## src/rtl/viterbi_pkg.sv

```systemverilog
// Shared trellis helpers for the parametrised Viterbi decoder: state sizing,
// encoder branch outputs and the 2-bit Hamming distance used as branch metric.
package viterbi_pkg;

    localparam int MAX_K = 7;

    typedef logic [MAX_K-1:0] poly_t;
    typedef logic [MAX_K-2:0] state_t;

    function automatic int ns_of(input int k);
        return 1 << (k - 1);
    endfunction

    // Encoder register is {b, state}; bit k-1 holds the newest input bit.
    function automatic logic [1:0] enc_out(input int k, input poly_t g0, input poly_t g1,
                                           input state_t state, input logic b);
        poly_t r;
        r = poly_t'(state) | (poly_t'(b) << (k - 1));
        return {^(r & g0), ^(r & g1)};
    endfunction

    function automatic logic [1:0] hamming2(input logic [1:0] a, input logic [1:0] b);
        logic [1:0] d;
        d = a ^ b;
        return {d[1] & d[0], d[1] ^ d[0]};
    endfunction

endpackage

```

## src/rtl/viterbi_acs_unit.sv

```systemverilog
// Add-compare-select for one trellis state: two predecessor metrics plus their
// branch metrics, lower sum survives, predecessor p0 wins a tie.
module viterbi_acs_unit
    import viterbi_pkg::*;
#(
    parameter int PM_W = 6
) (
    input  logic [PM_W-1:0] pm0_i,
    input  logic [PM_W-1:0] pm1_i,
    input  logic [1:0]      bo0_i,
    input  logic [1:0]      bo1_i,
    input  logic [1:0]      sym_i,
    output logic [PM_W-1:0] pm_o,
    output logic            sel_o
);

    logic [PM_W-1:0] m0;
    logic [PM_W-1:0] m1;

    assign m0    = pm0_i + {{(PM_W-2){1'b0}}, hamming2(sym_i, bo0_i)};
    assign m1    = pm1_i + {{(PM_W-2){1'b0}}, hamming2(sym_i, bo1_i)};
    assign sel_o = (m1 < m0);
    assign pm_o  = sel_o ? m1 : m0;

endmodule

```

## src/rtl/viterbi_dec_param.sv

```systemverilog
// Parametrised hard-decision rate-1/2 Viterbi decoder with register-exchange survivors.
// Define VITERBI_ERRCNT_EN to build the corrected-symbol counter driven on err_cnt.
module viterbi_dec_param
    import viterbi_pkg::*;
#(
    parameter int           K        = 3,
    parameter logic [K-1:0] G0       = 3'b111,
    parameter logic [K-1:0] G1       = 3'b101,
    parameter int           TB_DEPTH = 15,
    parameter int           PM_W     = 6
) (
    input  logic        CLK,
    input  logic        RST_N,
    input  logic        clr,
    input  logic        in_valid,
    input  logic [1:0]  in_sym,
    output logic        out_valid,
    output logic        out_bit,
    output logic [15:0] err_cnt
);

    localparam int              NS       = ns_of(K);
    localparam int              SW       = K - 1;
    localparam int              FW       = $clog2(TB_DEPTH + 1);
    localparam poly_t           G0_X     = poly_t'(G0);
    localparam poly_t           G1_X     = poly_t'(G1);
    localparam logic [FW-1:0]   FILL_MAX = FW'(TB_DEPTH);
    localparam logic [PM_W-1:0] PM_INIT  = {2'b01, {(PM_W-2){1'b0}}};

    if (K < 3 || K > MAX_K) begin : g_bad_k
        $error("viterbi_dec_param: K must lie in 3..7");
    end
    if (TB_DEPTH < 5 * (K - 1)) begin : g_bad_depth
        $error("viterbi_dec_param: TB_DEPTH must be at least 5*(K-1)");
    end
    if ((1 << (PM_W - 1)) <= 4 * (K - 1) + 2) begin : g_bad_pm_w
        $error("viterbi_dec_param: PM_W too narrow for normalisation");
    end

    logic [PM_W-1:0]     pm_q   [NS];
    logic [PM_W-1:0]     pm_d   [NS];
    logic [PM_W-1:0]     acs_pm [NS];
    logic [TB_DEPTH-1:0] surv_q [NS];
    logic [TB_DEPTH-1:0] surv_d [NS];
    logic [TB_DEPTH-1:0] surv_x [NS];
    logic [NS-1:0]       acs_sel;
    logic [NS-1:0]       shift_out;
    logic [FW-1:0]       fill_q;
    logic [FW-1:0]       fill_d;
    logic                out_valid_q;
    logic                out_valid_d;
    logic                out_bit_q;
    logic                out_bit_d;
    logic [SW-1:0]       best_idx;
    logic [PM_W-1:0]     best_pm;
    logic                all_msb;
`ifdef VITERBI_ERRCNT_EN
    logic [1:0]          bo_win [NS];
`endif

    // One ACS per state; predecessors {s[K-3:0],0/1}, decided bit s[K-2].
    for (genvar s = 0; s < NS; s++) begin : g_state
        localparam int         P0  = (2 * s) % NS;
        localparam int         P1  = P0 + 1;
        localparam logic       B   = (s >= NS / 2);
        localparam logic [1:0] BO0 = enc_out(K, G0_X, G1_X, state_t'(P0), B);
        localparam logic [1:0] BO1 = enc_out(K, G0_X, G1_X, state_t'(P1), B);

        viterbi_acs_unit #(.PM_W(PM_W)) u_acs (
            .pm0_i (pm_q[P0]),
            .pm1_i (pm_q[P1]),
            .bo0_i (BO0),
            .bo1_i (BO1),
            .sym_i (in_sym),
            .pm_o  (acs_pm[s]),
            .sel_o (acs_sel[s])
        );

        assign surv_x[s]    = acs_sel[s] ? {surv_q[P1][TB_DEPTH-2:0], B}
                                         : {surv_q[P0][TB_DEPTH-2:0], B};
        // The bit pushed out of the survivor is the decision TB_DEPTH symbols back.
        assign shift_out[s] = acs_sel[s] ? surv_q[P1][TB_DEPTH-1] : surv_q[P0][TB_DEPTH-1];
`ifdef VITERBI_ERRCNT_EN
        assign bo_win[s]    = acs_sel[s] ? BO1 : BO0;
`endif
    end

    // Normalisation test and lowest-index minimum over the updated metrics.
    always_comb begin
        all_msb  = 1'b1;
        best_idx = '0;
        best_pm  = acs_pm[0];
        for (int s = 0; s < NS; s++) begin
            all_msb = all_msb & acs_pm[s][PM_W-1];
        end
        for (int s = 1; s < NS; s++) begin
            if (acs_pm[s] < best_pm) begin
                best_pm  = acs_pm[s];
                best_idx = s[SW-1:0];
            end
        end
    end

    // NOTE: every variable gets a hold/default value first so no latch is inferred.
    always_comb begin
        pm_d        = pm_q;
        surv_d      = surv_q;
        fill_d      = fill_q;
        out_valid_d = 1'b0;
        out_bit_d   = out_bit_q;
        if (in_valid) begin
            for (int s = 0; s < NS; s++) begin
                pm_d[s] = acs_pm[s];
                if (all_msb) begin
                    pm_d[s][PM_W-1] = 1'b0;
                end
            end
            surv_d = surv_x;
            if (fill_q != FILL_MAX) begin
                fill_d = fill_q + 1'b1;
            end else begin
                out_valid_d = 1'b1;
                out_bit_d   = shift_out[best_idx];
            end
        end
    end

    // NOTE: the survivor array is reset too, because the restart behaviour
    // depends on every path starting from all-zero history.
    always_ff @(posedge CLK) begin
        if (!RST_N || clr) begin
            for (int s = 0; s < NS; s++) begin
                pm_q[s]   <= (s == 0) ? '0 : PM_INIT;
                surv_q[s] <= '0;
            end
            fill_q      <= '0;
            out_valid_q <= 1'b0;
            out_bit_q   <= 1'b0;
        end else begin
            pm_q        <= pm_d;
            surv_q      <= surv_d;
            fill_q      <= fill_d;
            out_valid_q <= out_valid_d;
            out_bit_q   <= out_bit_d;
        end
    end

    assign out_valid = out_valid_q;
    assign out_bit   = out_bit_q;

`ifdef VITERBI_ERRCNT_EN
    logic [15:0] err_q;
    logic [15:0] err_d;

    always_comb begin
        err_d = err_q;
        if (in_valid && (in_sym != bo_win[best_idx]) && (err_q != 16'hFFFF)) begin
            err_d = err_q + 16'd1;
        end
    end

    always_ff @(posedge CLK) begin
        if (!RST_N || clr) begin
            err_q <= '0;
        end else begin
            err_q <= err_d;
        end
    end

    assign err_cnt = err_q;
`else
    assign err_cnt = 16'h0000;
`endif

endmodule
```

## config.mk

```make
export PLATFORM = sky130hd
export DESIGN_NAME = viterbi_dec_param
export DESIGN_NICKNAME = d
export VERILOG_FILES = /design/src/rtl/viterbi_pkg.sv /design/src/rtl/viterbi_acs_unit.sv /design/src/rtl/viterbi_dec_param.sv
export SDC_FILE = /design/constraint.sdc
export NUM_CORES = 1
export LEC_CHECK = 0
export BUFFER_PORTS_ARGS = -buffer_cell sky130_fd_sc_hd__buf_4
export CORE_MARGIN = 4
export CORE_UTILIZATION = 51
export CTS_CLUSTER_SIZE = 8
export DETAILED_ROUTE_END_ITERATION = 7
export PLACE_DENSITY = 0.67
export SETUP_SLACK_MARGIN = 0.5
export SLEW_MARGIN = 20
export SYNTH_ARGS = -nofsm -noshare
export SYNTH_HDL_FRONTEND = slang
export SYNTH_SLANG_ARGS = --single-unit
```

## constraint.sdc

```tcl
create_clock -name CLK -period 25.5 [get_ports CLK]
set_clock_uncertainty 0.2 [all_clocks]
set_input_delay 1.275 -clock CLK [delete_from_list [all_inputs] [get_ports CLK]]
set_output_delay 1.275 -clock CLK [all_outputs]
set_load 0.02 [all_outputs]
```

# ---- Word-level counts from Yosys, hierarchy flattened
# Cells that the tools add are included.
dict set report totals {
  ff_bits 90
  in_bits 6
}
dict set report classes {
  muxes 24
  n_bitwise 16
  n_reduce_logical 5
  n_eq_ne 1
  add_sub_neg 9
  order_cmp 8
}
# cell n
set ops {}
lappend ops {{$mux W15} 4}
lappend ops {{$add A6 B2 Y6} 8}
lappend ops {{$lt A6 B6 Y1} 7}
lappend ops {{$mux W6} 6}
lappend ops {{$mux W1} 11}
lappend ops {{$and A1 B1 Y1} 7}
lappend ops {{$add A4 B1 Y4 const B} 1}
lappend ops {{$mux W2} 2}
lappend ops {{$ne A4 B4 Y1 const B} 1}
lappend ops {{$not A1 Y1} 4}
lappend ops {{$reduce_and A2 Y1} 2}
lappend ops {{$xor A1 B1 Y1} 4}
lappend ops {{$lt A2 B3 Y1 const B} 1}
lappend ops {{$bmux W1 S2} 1}
lappend ops {{$not A2 Y2} 1}
lappend ops {{$reduce_or A2 Y1} 1}
lappend ops {{$logic_not A1 Y1} 1}
lappend ops {{$logic_or A1 B1 Y1} 1}

# ---- Logic depth before layout (Yosys ltp)
# Gate-level depths: netlist of run 1.
dict set report depth {
  depth_word 13
  mapped_depth 43
  ltp_nobuf 42
}

# ---- By module
# Synthesis of run 1 repeated with hierarchy kept, for this count alone.
dict set report unflattened {
  cells_unflattened 677
  hier_area_um2 6155.9
}
# mod cells_per_inst area_per_inst_um2 seq_area_each_um2 n_inst
set modules_own_cells {}
lappend modules_own_cells {viterbi_dec_param 453 4164.0 1701.6 1}
lappend modules_own_cells {{viterbi_acs_unit at g_state[1].u_acs ...} 56 499.2 0.0 2}
lappend modules_own_cells {{viterbi_acs_unit at g_state[0].u_acs ...} 56 496.7 0.0 2}

# ---- Worst setup path after synthesis of run 1
# OpenSTA, ideal clock, no wires.
dict set report synth_timing {
  path_type {input to register}
  from {input in_sym[0]}
  to {register out_bit_q (netlist: out_bit)}
  required_time_ps 25178
  arrival_ps 8644
  path_buffers 1
  slack_ps 16534
  cell_stages 41
  setup_ps 122
  path_cell_list {inv_1 ha_1 inv_1 ha_1 ha_1 a21oi_1 xnor2_1 inv_1 ha_1 a21o_1 a31o_2 inv_1 a211oi_2 o32ai_2 nor2_4 mux2i_1 inv_1 ha_1 [5 not listed] mux2_2 ha_1 a21o_1 a21o_1 a21oi_1 nand2_1 o41ai_2 buf_6 nand2_1 o21a_1 ha_1 a21oi_1 nor2b_1 o21ai_0 nand2b_1 o41ai_1 a211o_1 o21ai_1}
}
# element line_no
set synth_lines {}
lappend synth_lines {{start, declared} viterbi_dec_param.sv:16} ;# input logic [1:0] in_sym,
lappend synth_lines {{end signal, assigned} viterbi_dec_param.sv:144} ;# out_bit_q <= out_bit_d;
lappend synth_lines {{end, declared} viterbi_dec_param.sv:52} ;# logic out_bit_q;

==> qor.yml, run 1 <==
syn-cell-area_sq_um: 6010
grt_pass1_vias: 4605
portBuffers: 7
postCtsResizedCells: 0
ios: 24
p_int_mw: 0.256
p_sw_mw: 0.123
cts_made_buffers: 9
grt-ovfl-total: 0
die_w_um: 117
layout.nets: 743
setup_viol: 0
fp-row-count: 39
whs_ps: 278
seqPwrFrac_pct: 37.2
synth.distinct_cells: 62
slowest_delay_ps: 860
first_pass_iters: 4
cts_setup_buffers: 0
synth_seq_area_share_pct: 28.3
cp_data_arrival_time_ps: 10350
worstMarginPinSlew_ps: 977
cpMostUsedCell: "ha_1"
grt_util_met3_pct: 3.52
start_util_pct: 52.4
die_h_um: 117
crit_path_end_kind: "flip-flop"
cts.path.max_buffers: 2
grt_start_max_net_pins: 82
drt-total-wl_um: 13800
critical_path_class: "primary input to flip-flop"
fin_crit_sh_pct: 40.5
synth_edf_count: 0
gr-usage-met1_pct: 25.9
clockRootBuffer: "clkbuf_16"
cts_num_sinks: 85
p_clk_share_pct: 35.8
initialDrtViolationCount: 254
place_congestion: 0.931
hold_viol_final: 0
ctsHoldBuffers: 0
path_clk_slew_ps: 70
avgSynthCellArea_sq_um: 8.52
insertion_delay_ps: 340
rsz0062_at_grt: "no"
hold_start: "surv_q[0]$_SDFFE_PP0P_"
die-area_sq_um: 13600
final_layout_size_suffix_gt1_share_pct: 7.95
ys_ff_latch: 85
async_reset_ff_share_pct: 0
period_needed_ps: 10320
yosys_warnings: 0
ir_drop_uv: 48.9
cp_data_required_time_ps: 25530
critPathLaunch: "in_sym[0]"
power.share.combinational_pct: 27.0
setup-tns-final_ps: 0
synth-main-ff-cell: "dfxtp_1"
grt_use_met2_pct: 36.9
remaining_drc_errors: 0
finalPower_mw: 0.379
grt_pass1_wl_um: 22900
slew_headroom_pct: 34.2
drv_slew: 0
power_leakage_nw: 2.49
start_kind: "primary input"
p_per_area_nw_per_um2: 59.7
max_freq_mhz: 96.9
antenna_left: 0
fin_util_pct: 55.4
antenna_cells_inserted: 0
area_delta_synth_final_pct: 5.62
status: "completed"
coreArea_sq_um: 11500
synth_cells: 706
hold_path.class: "flip-flop to flip-flop"
cts_tree: "built"
cap_violations: 0
via_per_inst: 5.83
htreeDepth: 3
switching_share_pct: 32.4
cp_slowest_cell: "o41ai_2"
cp_max_fo: 18
post_drt_wl_per_cell_um: 16.6
vias: 4868
grt_use_total_pct: 21.2
top_usage_layer: "met2"
antenna_found_initial: 0
hpwl_um: 9940
r2r_start: "pm_q[1]$_SDFFE_PP0P_"
per-stage QoR:
stage | instance area [sq um] | setup WS (ps) | std cells
4_1_cts | 6350 | 15300 | 835
3_3_place_gp | 6040 | 15400 | 819
2_1_floorplan | 6070 | 16530 | 721
5_1_grt | 6350 | 14310 | 835
3_5_place_dp | 6040 | 14970 | 819
6_report | 6350 | 15180 | 835
kinds of logic (layout without fill, tap and decap cells):
group                      after synthesis  in the layout  share of synthesized area (%)
muxes                                   75             75                           12.8
AOI/OAI and AO/OA                      170            170                           20.2
other                                    1             16                         0.0624
adders and majority gates               54             54                           11.2
and+or+nand+nor                        185            185                           13.9
buffers and inverters                   91             62                           7.12
DFF                                     85             85                           28.3
xor gates and xnor gates                45             45                           6.55
cell type report:
type / instances / area [sq um]
fill: 1072 / 5120
tap: 143 / 179
timing repair buffer: 11 / 82.6
sequential: 85 / 1700
clock inverter: 6 / 77.6
clock buffer: 10 / 229
inverter: 35 / 131
multi-input combinational: 545 / 3950
layout by cell type, fill, tap and decap left out, drive strengths merged, types with 8 or more instances in the layout:
| cell | instances |
|---|---|
| conb | 16 |
| nor2 | 106 |
| o21ai | 19 |
| xnor2 | 29 |
| a211oi | 60 |
| buf | 11 |
| mux2i | 68 |
| a21o | 12 |
| clkbuf | 10 |
| dfxtp | 85 |
| inv | 38 |
| xor2 | 16 |
| nand2b | 9 |
| nand3 | 11 |
| a311oi | 8 |
| a21oi | 39 |
| nand2 | 24 |
| ha | 50 |
power groups by stage:
stage / combinational (mW) / clock (mW) / sequential (mW)
6_report: 0.102 / 0.136 / 0.141
5_1_grt: 0.112 / 0.145 / 0.142
4_1_cts: 0.102 / 0.138 / 0.141
3_5_place_dp: 0.102 / 0 / 0.144
3_3_place_gp: 0.0983 / 0 / 0.144
2_1_floorplan: 0.0862 / 0 / 0.142
synthesized netlist by cell type (2+ instances only):
master	count	area share (%)
inv_1	35	2.2
a31oi_1	4	0.42
nor2b_1	5	0.52
nand3b_1	4	0.50
nor2_1	105	6.6
o21ai_0	18	1.5
and2_1	2	0.21
mux2_4	2	0.50
dfxtp_1	85	28
buf_2	3	0.25
a311o_1	2	0.33
maj3_2	4	0.75
nand3_1	11	0.92
a22oi_1	3	0.37
or2_2	3	0.31
clkbuf_1	32	2.0
buf_6	2	0.37
a211oi_1	59	7.4
mux2_2	5	0.94
a21o_1	12	1.5
nand2b_1	9	0.94
a311oi_1	7	1.0
a21oi_1	39	3.2
nor3_1	6	0.50
xnor2_1	29	4.2
a2111oi_0	2	0.29
xor2_1	16	2.3
nand2_1	24	1.5
nand4_1	4	0.42
buf_4	18	2.2
ha_1	50	10
a31o_2	2	0.29
mux2i_1	68	11
o21a_1	5	0.62
and3_1	4	0.42
worst max-delay path: cells and delay by family:
family	cells	cell delay [ps]
AO/OA/AOI/OAI	18	4440
XOR/XNOR	1	300
adder cells (fa/ha/maj)	7	2000
buffers and inverters	5	450
multiplexers	2	740
AND/OR/NAND/NOR	7	1130
sequential cells by signal, indices dropped and copies added, names as in the netlist:
signal     cells
pm_q          24
out_valid      1
fill_q         4
surv_q        55
out_bit        1
worst paths after layout:
path | endpoint | slack (ps) | cells after the start
hold / removal | surv_q[0]$_SDFFE_PP0P_ | 280 | 2
setup / recovery | out_bit$_SDFFE_PP0P_ | 15180 | 40
setup reg to reg | out_bit$_SDFFE_PP0P_ | 16310 | 36
hold reg to reg | surv_q[0]$_SDFFE_PP0P_ | 280 | 2
per-layer routing:
metal,vias up,wire length (um)
met4,0,482
met1,2279,6140
met5,-,0
met2,104,6680
li1,2448,-
met3,37,520
(Power assumes the default switching activity.)
==> inputs of run 2 (changes only) <==
--- a/config.mk
+++ b/config.mk
@@ -10,7 +10,7 @@
 export CORE_UTILIZATION = 51
 export CTS_CLUSTER_SIZE = 8
 export DETAILED_ROUTE_END_ITERATION = 7
-export PLACE_DENSITY = 0.67
+export PLACE_DENSITY = 0.69
 export SETUP_SLACK_MARGIN = 0.5
 export SLEW_MARGIN = 20
 export SYNTH_ARGS = -nofsm -noshare
==> constraint.sdc (replaced) <==
create_clock -name CLK -period 8.7 [get_ports CLK]
set_clock_uncertainty 0.2 [all_clocks]
set_input_delay 0.435 -clock CLK [delete_from_list [all_inputs] [get_ports CLK]]
set_output_delay 0.435 -clock CLK [all_outputs]
set_load 0.02 [all_outputs]
==> qor.yml, run 2 (same netlist as run 1, synthesis figures left out) <==
hold_path.class: "primary input to flip-flop"
largest_reg_flops: 55
dpl.cell_count: 830
cts.path.max_buffers: 2
slew_headroom_pct: 40.9
die-area_sq_um: 13600
grt_pass1_vias: 4736
ios: 24
r2r_slack_ps: 1040
clockRootBuffer: "clkbuf_16"
hpwl_um: 9950
die_h_um: 117
hold_viol_final: 0
slowest_delay_ps: 420
layout.nets: 765
drv_slew: 0
critPathCapture: "out_bit$_SDFFE_PP0P_"
placed_area_sq_um: 6130
p_clk_share_pct: 33.9
p_sw_mw: 0.363
cap_violations: 0
initialDrtViolationCount: 322
regMostFlops: "surv_q"
via_per_inst: 5.89
max_freq_mhz: 128
antenna_found_initial: 0
hold_path_depth: 3
period_needed_ps: 7830
fp-row-count: 39
rsz0062_at_grt: "no"
cts_made_buffers: 9
cp_max_fo: 6
reg_top3: "surv_q x55, pm_q x24, fill_q x4"
switching_share_pct: 30.8
cp_data_required_time_ps: 8770
post_drt_wl_per_cell_um: 16.6
grt-ovfl-total: 0
critPathLaunch: "in_sym[1]"
cp_slowest_cell: "o32ai_2"
ir_drop_uv: 125
r2r-end: "out_bit$_SDFFE_PP0P_"
cts_num_sinks: 85
start_util_pct: 52.4
power_leakage_nw: 2.62
htreeDepth: 3
area_delta_synth_final_pct: 10.2
layout_commonest_cell: "nor2_1"
coreArea_sq_um: 11500
insertion_delay_ps: 340
final_layout_size_suffix_gt1_share_pct: 13.5
power.share.combinational_pct: 30.9
p_int_mw: 0.814
die_w_um: 117
antenna_left: 0
critical_path_class: "primary input to flip-flop"
path_clk_slew_ps: 60
whs_ps: 175
finalInstanceArea_sq_um: 6630
start_kind: "primary input"
grt_use_total_pct: 21.1
remaining_drc_errors: 0
antenna_cells_inserted: 0
grt_pass1_wl_um: 22900
ctsHoldBuffers: 0
grt_start_max_net_pins: 93
drt-total-wl_um: 14100
setup_viol: 0
worst-r2r-cell-count: 40
cts_tree: "built"
crit_path_end_kind: "flip-flop"
status: "completed"
instances_no_fill: 854
first_pass_iters: 5
fin_crit_sh_pct: 90.0
final_cell_mix: "105 x nor2_1, 85 x dfxtp_1, 66 x mux2i_1"
p_per_area_nw_per_um2: 178
portBuffers: 7
seqPwrFrac_pct: 35.2
place_congestion: 0.899
r2r_start: "pm_q[7]$_SDFFE_PP0P_"
cp_data_arrival_time_ps: 7900
worstMarginPinSlew_ps: 887
vias: 5030
## run 2: cell count changes in the layout (fill, tap and decap cells not counted), moves of 2 or more
cell,before,now
inv_1,35,32
ha_4,0,2
a21oi_2,2,9
ha_2,0,2
xnor2_2,0,2
mux2i_2,0,2
mux2i_1,68,66
inv_8,2,0
xnor2_1,29,27
ha_1,50,46
a21oi_1,37,30
buf_4,11,32
inv_2,0,3
## run 2: final cells by class
type	count	area (sq um)
clock inverter	4	73.8
inverter	35	131
sequential	85	1700
clock buffer	9	225
fill	1022	4840
timing repair buffer	33	260
tap	143	179
multi-input combinational	545	4050
## run 2: stage by stage
| stage | setup TNS, ps | setup slack (ps) | power (mW) | util (%) |
|---|---|---|---|---|
| after global placement | 0 | 318 | 0.727 | 53.4 |
| after global routing | 0 | 485 | 1.24 | 57.8 |
| final | 0 | 870 | 1.18 | 57.8 |
| after floorplan | 0 | 574 | 0.669 | - |
| after detailed placement | -121 | -121 | 0.737 | 53.4 |
| after CTS | 0 | 525 | 1.16 | 56.8 |
## run 2: routing by layer
layer  vias to the layer above  track usage (%)  share of wire [%]
li1                       2489                -                  -
met1                      2371             26.5                 43
met2                       131             34.8                 48
met3                        39             4.35                4.7
met4                         0             9.48                3.7
met5                         -                0                  0
## run 2: worst min path at each step
stage | startpoint | endpoint | slack (ps)
3_5_place_dp | surv_q[0]$_SDFFE_PP0P_ | surv_q[0]$_SDFFE_PP0P_ | 260
4_1_cts | clr | pm_q[4]$_SDFFE_PP1P_ | 180
6_report | clr | pm_q[4]$_SDFFE_PP1P_ | 180
2_1_floorplan | surv_q[0]$_SDFFE_PP0P_ | surv_q[0]$_SDFFE_PP0P_ | 230
5_1_grt | clr | pm_q[10]$_SDFFE_PP1P_ | 190
3_3_place_gp | surv_q[0]$_SDFFE_PP0P_ | surv_q[0]$_SDFFE_PP0P_ | 250
## run 2: timing repair
item / 4_1_cts / 5_1_grt
gates resized for setup: 8 / 16
hold endpoints to repair: 0 / 0
cloned: 0 / 0
buffers inserted: 5 / 6
endpoints found under the setup margin: 1 / 1
pin swaps: 1 / 6
## run 2: power by group through the flow
stage / registers [mW] / logic, mW / clock network, mW
2_1_floorplan: 0.417 / 0.253 / 0
3_3_place_gp: 0.422 / 0.305 / 0
3_5_place_dp: 0.422 / 0.315 / 0
4_1_cts: 0.414 / 0.343 / 0.407
5_1_grt: 0.416 / 0.395 / 0.426
6_report: 0.414 / 0.364 / 0.399
## run 2: critical path, delay by kind of cell
kind,cells,cell delay (ps)
AOI/OAI and AO/OA,22,3720
xor gates and xnor gates,1,150
buffers and inverters,7,640
muxes,2,620
and+or+nand+nor,5,460
adders and majority gates,7,1850
==> inputs of run 3 (changes only) <==
--- a/config.mk
+++ b/config.mk
@@ -8,11 +8,11 @@
 export BUFFER_PORTS_ARGS = -buffer_cell sky130_fd_sc_hd__buf_4
 export CORE_MARGIN = 4
 export CORE_UTILIZATION = 51
+export CTS_CLUSTER_DIAMETER = 30
 export CTS_CLUSTER_SIZE = 8
 export DETAILED_ROUTE_END_ITERATION = 7
-export PLACE_DENSITY = 0.69
+export PLACE_DENSITY = 0.7
 export SETUP_SLACK_MARGIN = 0.5
-export SLEW_MARGIN = 20
 export SYNTH_ARGS = -nofsm -noshare
 export SYNTH_HDL_FRONTEND = slang
 export SYNTH_SLANG_ARGS = --single-unit
==> qor.yml, run 3 (same netlist as run 1, synthesis figures left out) <==
status: "completed"
worstMarginPinSlew_ps: 845
remaining_drc_errors: 0
antenna_left: 0
die_h_um: 117
grt-ovfl-total: 0
cp_max_fo: 6
worst-r2r-cell-count: 41
antenna_cells_inserted: 0
hpwl_um: 10100
slew_headroom_pct: 43.7
placed_area_sq_um: 6130
final_cell_mix: "105 x nor2_1, 85 x dfxtp_1, 66 x mux2i_1"
vias: 5077
max_freq_mhz: 126
whs_ps: 194
cp_data_required_time_ps: 8780
grt_util_met3_pct: 4.25
regMostFlops: "surv_q"
ir_drop_uv: 129
setup-tns-final_ps: 0
cts.path.max_buffers: 2
grt_pass1_vias: 4720
grt_use_total_pct: 21.0
drt-total-wl_um: 14400
dp_slack_ps: -106
hold_viol_final: 0
crit_path_end_kind: "flip-flop"
coreArea_sq_um: 11500
cp_slowest_cell: "o41ai_4"
fin_util_pct: 58.7
period_needed_ps: 7940
place_congestion: 0.921
start_kind: "primary input"
cts_made_buffers: 9
instances_no_fill: 860
first_pass_iters: 5
finalPower_mw: 1.18
setup_viol: 0
antenna_found_initial: 0
drv_slew: 0
gr-usage-met1_pct: 25.4
num-fill-cells: 983
fin_crit_sh_pct: 91.2
reg_top3: "surv_q x55, pm_q x24, fill_q x4"
die-area_sq_um: 13600
grt_use_met2_pct: 36.0
layout_commonest_cell: "nor2_1"
post_drt_wl_per_cell_um: 16.7
ios: 24
insertion_delay_ps: 340
top_usage_layer: "met2"
hold_path_depth: 3
initialDrtViolationCount: 311
htreeDepth: 3
start_util_pct: 52.4
cts_num_sinks: 85
portBuffers: 7
critical_path_class: "primary input to flip-flop"
area_delta_synth_final_pct: 11.9
dpl.cell_count: 830
finalInstanceArea_sq_um: 6730
ctsHoldBuffers: 0
clockRootBuffer: "clkbuf_16"
cp_data_arrival_time_ps: 8010
grt_pass1_wl_um: 22800
rsz0062_at_grt: "no"
largest_reg_flops: 55
path_clk_slew_ps: 60
fp-row-count: 39
slowest_delay_ps: 400
cap_violations: 0
power_leakage_nw: 2.65
p_per_area_nw_per_um2: 176
final_layout_size_suffix_gt1_share_pct: 14.5
cts_tree: "built"
fin_ws_ps: 763
via_per_inst: 5.90
hold_path.class: "primary input to flip-flop"
grt_start_max_net_pins: 83
layout.nets: 768
die_w_um: 117
[run 3: final cells by class]
| class | instances | area [sq um] | share of cell area, % |
|---|---|---|---|
| multi-input cells | 545 | 4120 | 61.3 |
| flip-flops and latches | 85 | 1700 | 25.3 |
| repair buffers | 36 | 287 | 4.26 |
| clock buffers | 12 | 246 | 3.66 |
| well taps | 143 | 179 | 2.66 |
| inverters | 35 | 135 | 2.01 |
| clock inverters | 4 | 56.3 | 0.837 |
[run 3: path summary, 6_finish.rpt]
kind,startpoint,to,slack (ps)
worst max-delay path,in_sym[0],out_bit$_SDFFE_PP0P_,760
worst min-delay path,clr,pm_q[4]$_SDFFE_PP1P_,190
worst min register to register,surv_q[0]$_SDFFE_PP0P_,surv_q[0]$_SDFFE_PP0P_,270
worst max register to register,pm_q[7]$_SDFFE_PP0P_,out_bit$_SDFFE_PP0P_,950
[run 3: metal layers]
metal | up-vias | share of wire (%)
met5 | - | 0
met4 | 0 | 4.1
met3 | 41 | 4.2
met2 | 120 | 48
met1 | 2415 | 44
li1 | 2501 | -
[run 3: power breakdown]
group | internal [mW] | switching, mW
Sequential | 0.401 | 0.0133
Combinational | 0.173 | 0.201
Clock | 0.233 | 0.161
[run 3: timing repair]
action	CTS	global route
gates resized for setup	4	30
setup buffers	1	13
pin swaps	2	9
endpoints found under the hold margin	0	0
endpoints found under the setup margin	1	1
[run 3: critical path, delay by kind of cell]
| family | cells | cell delay (ps) |
|---|---|---|
| xor gates and xnor gates | 1 | 160 |
| and+or+nand+nor | 5 | 610 |
| AOI/OAI and AO/OA | 22 | 3600 |
| buffers and inverters | 8 | 850 |
| adders and majority gates | 7 | 1760 |
| muxes | 2 | 580 |
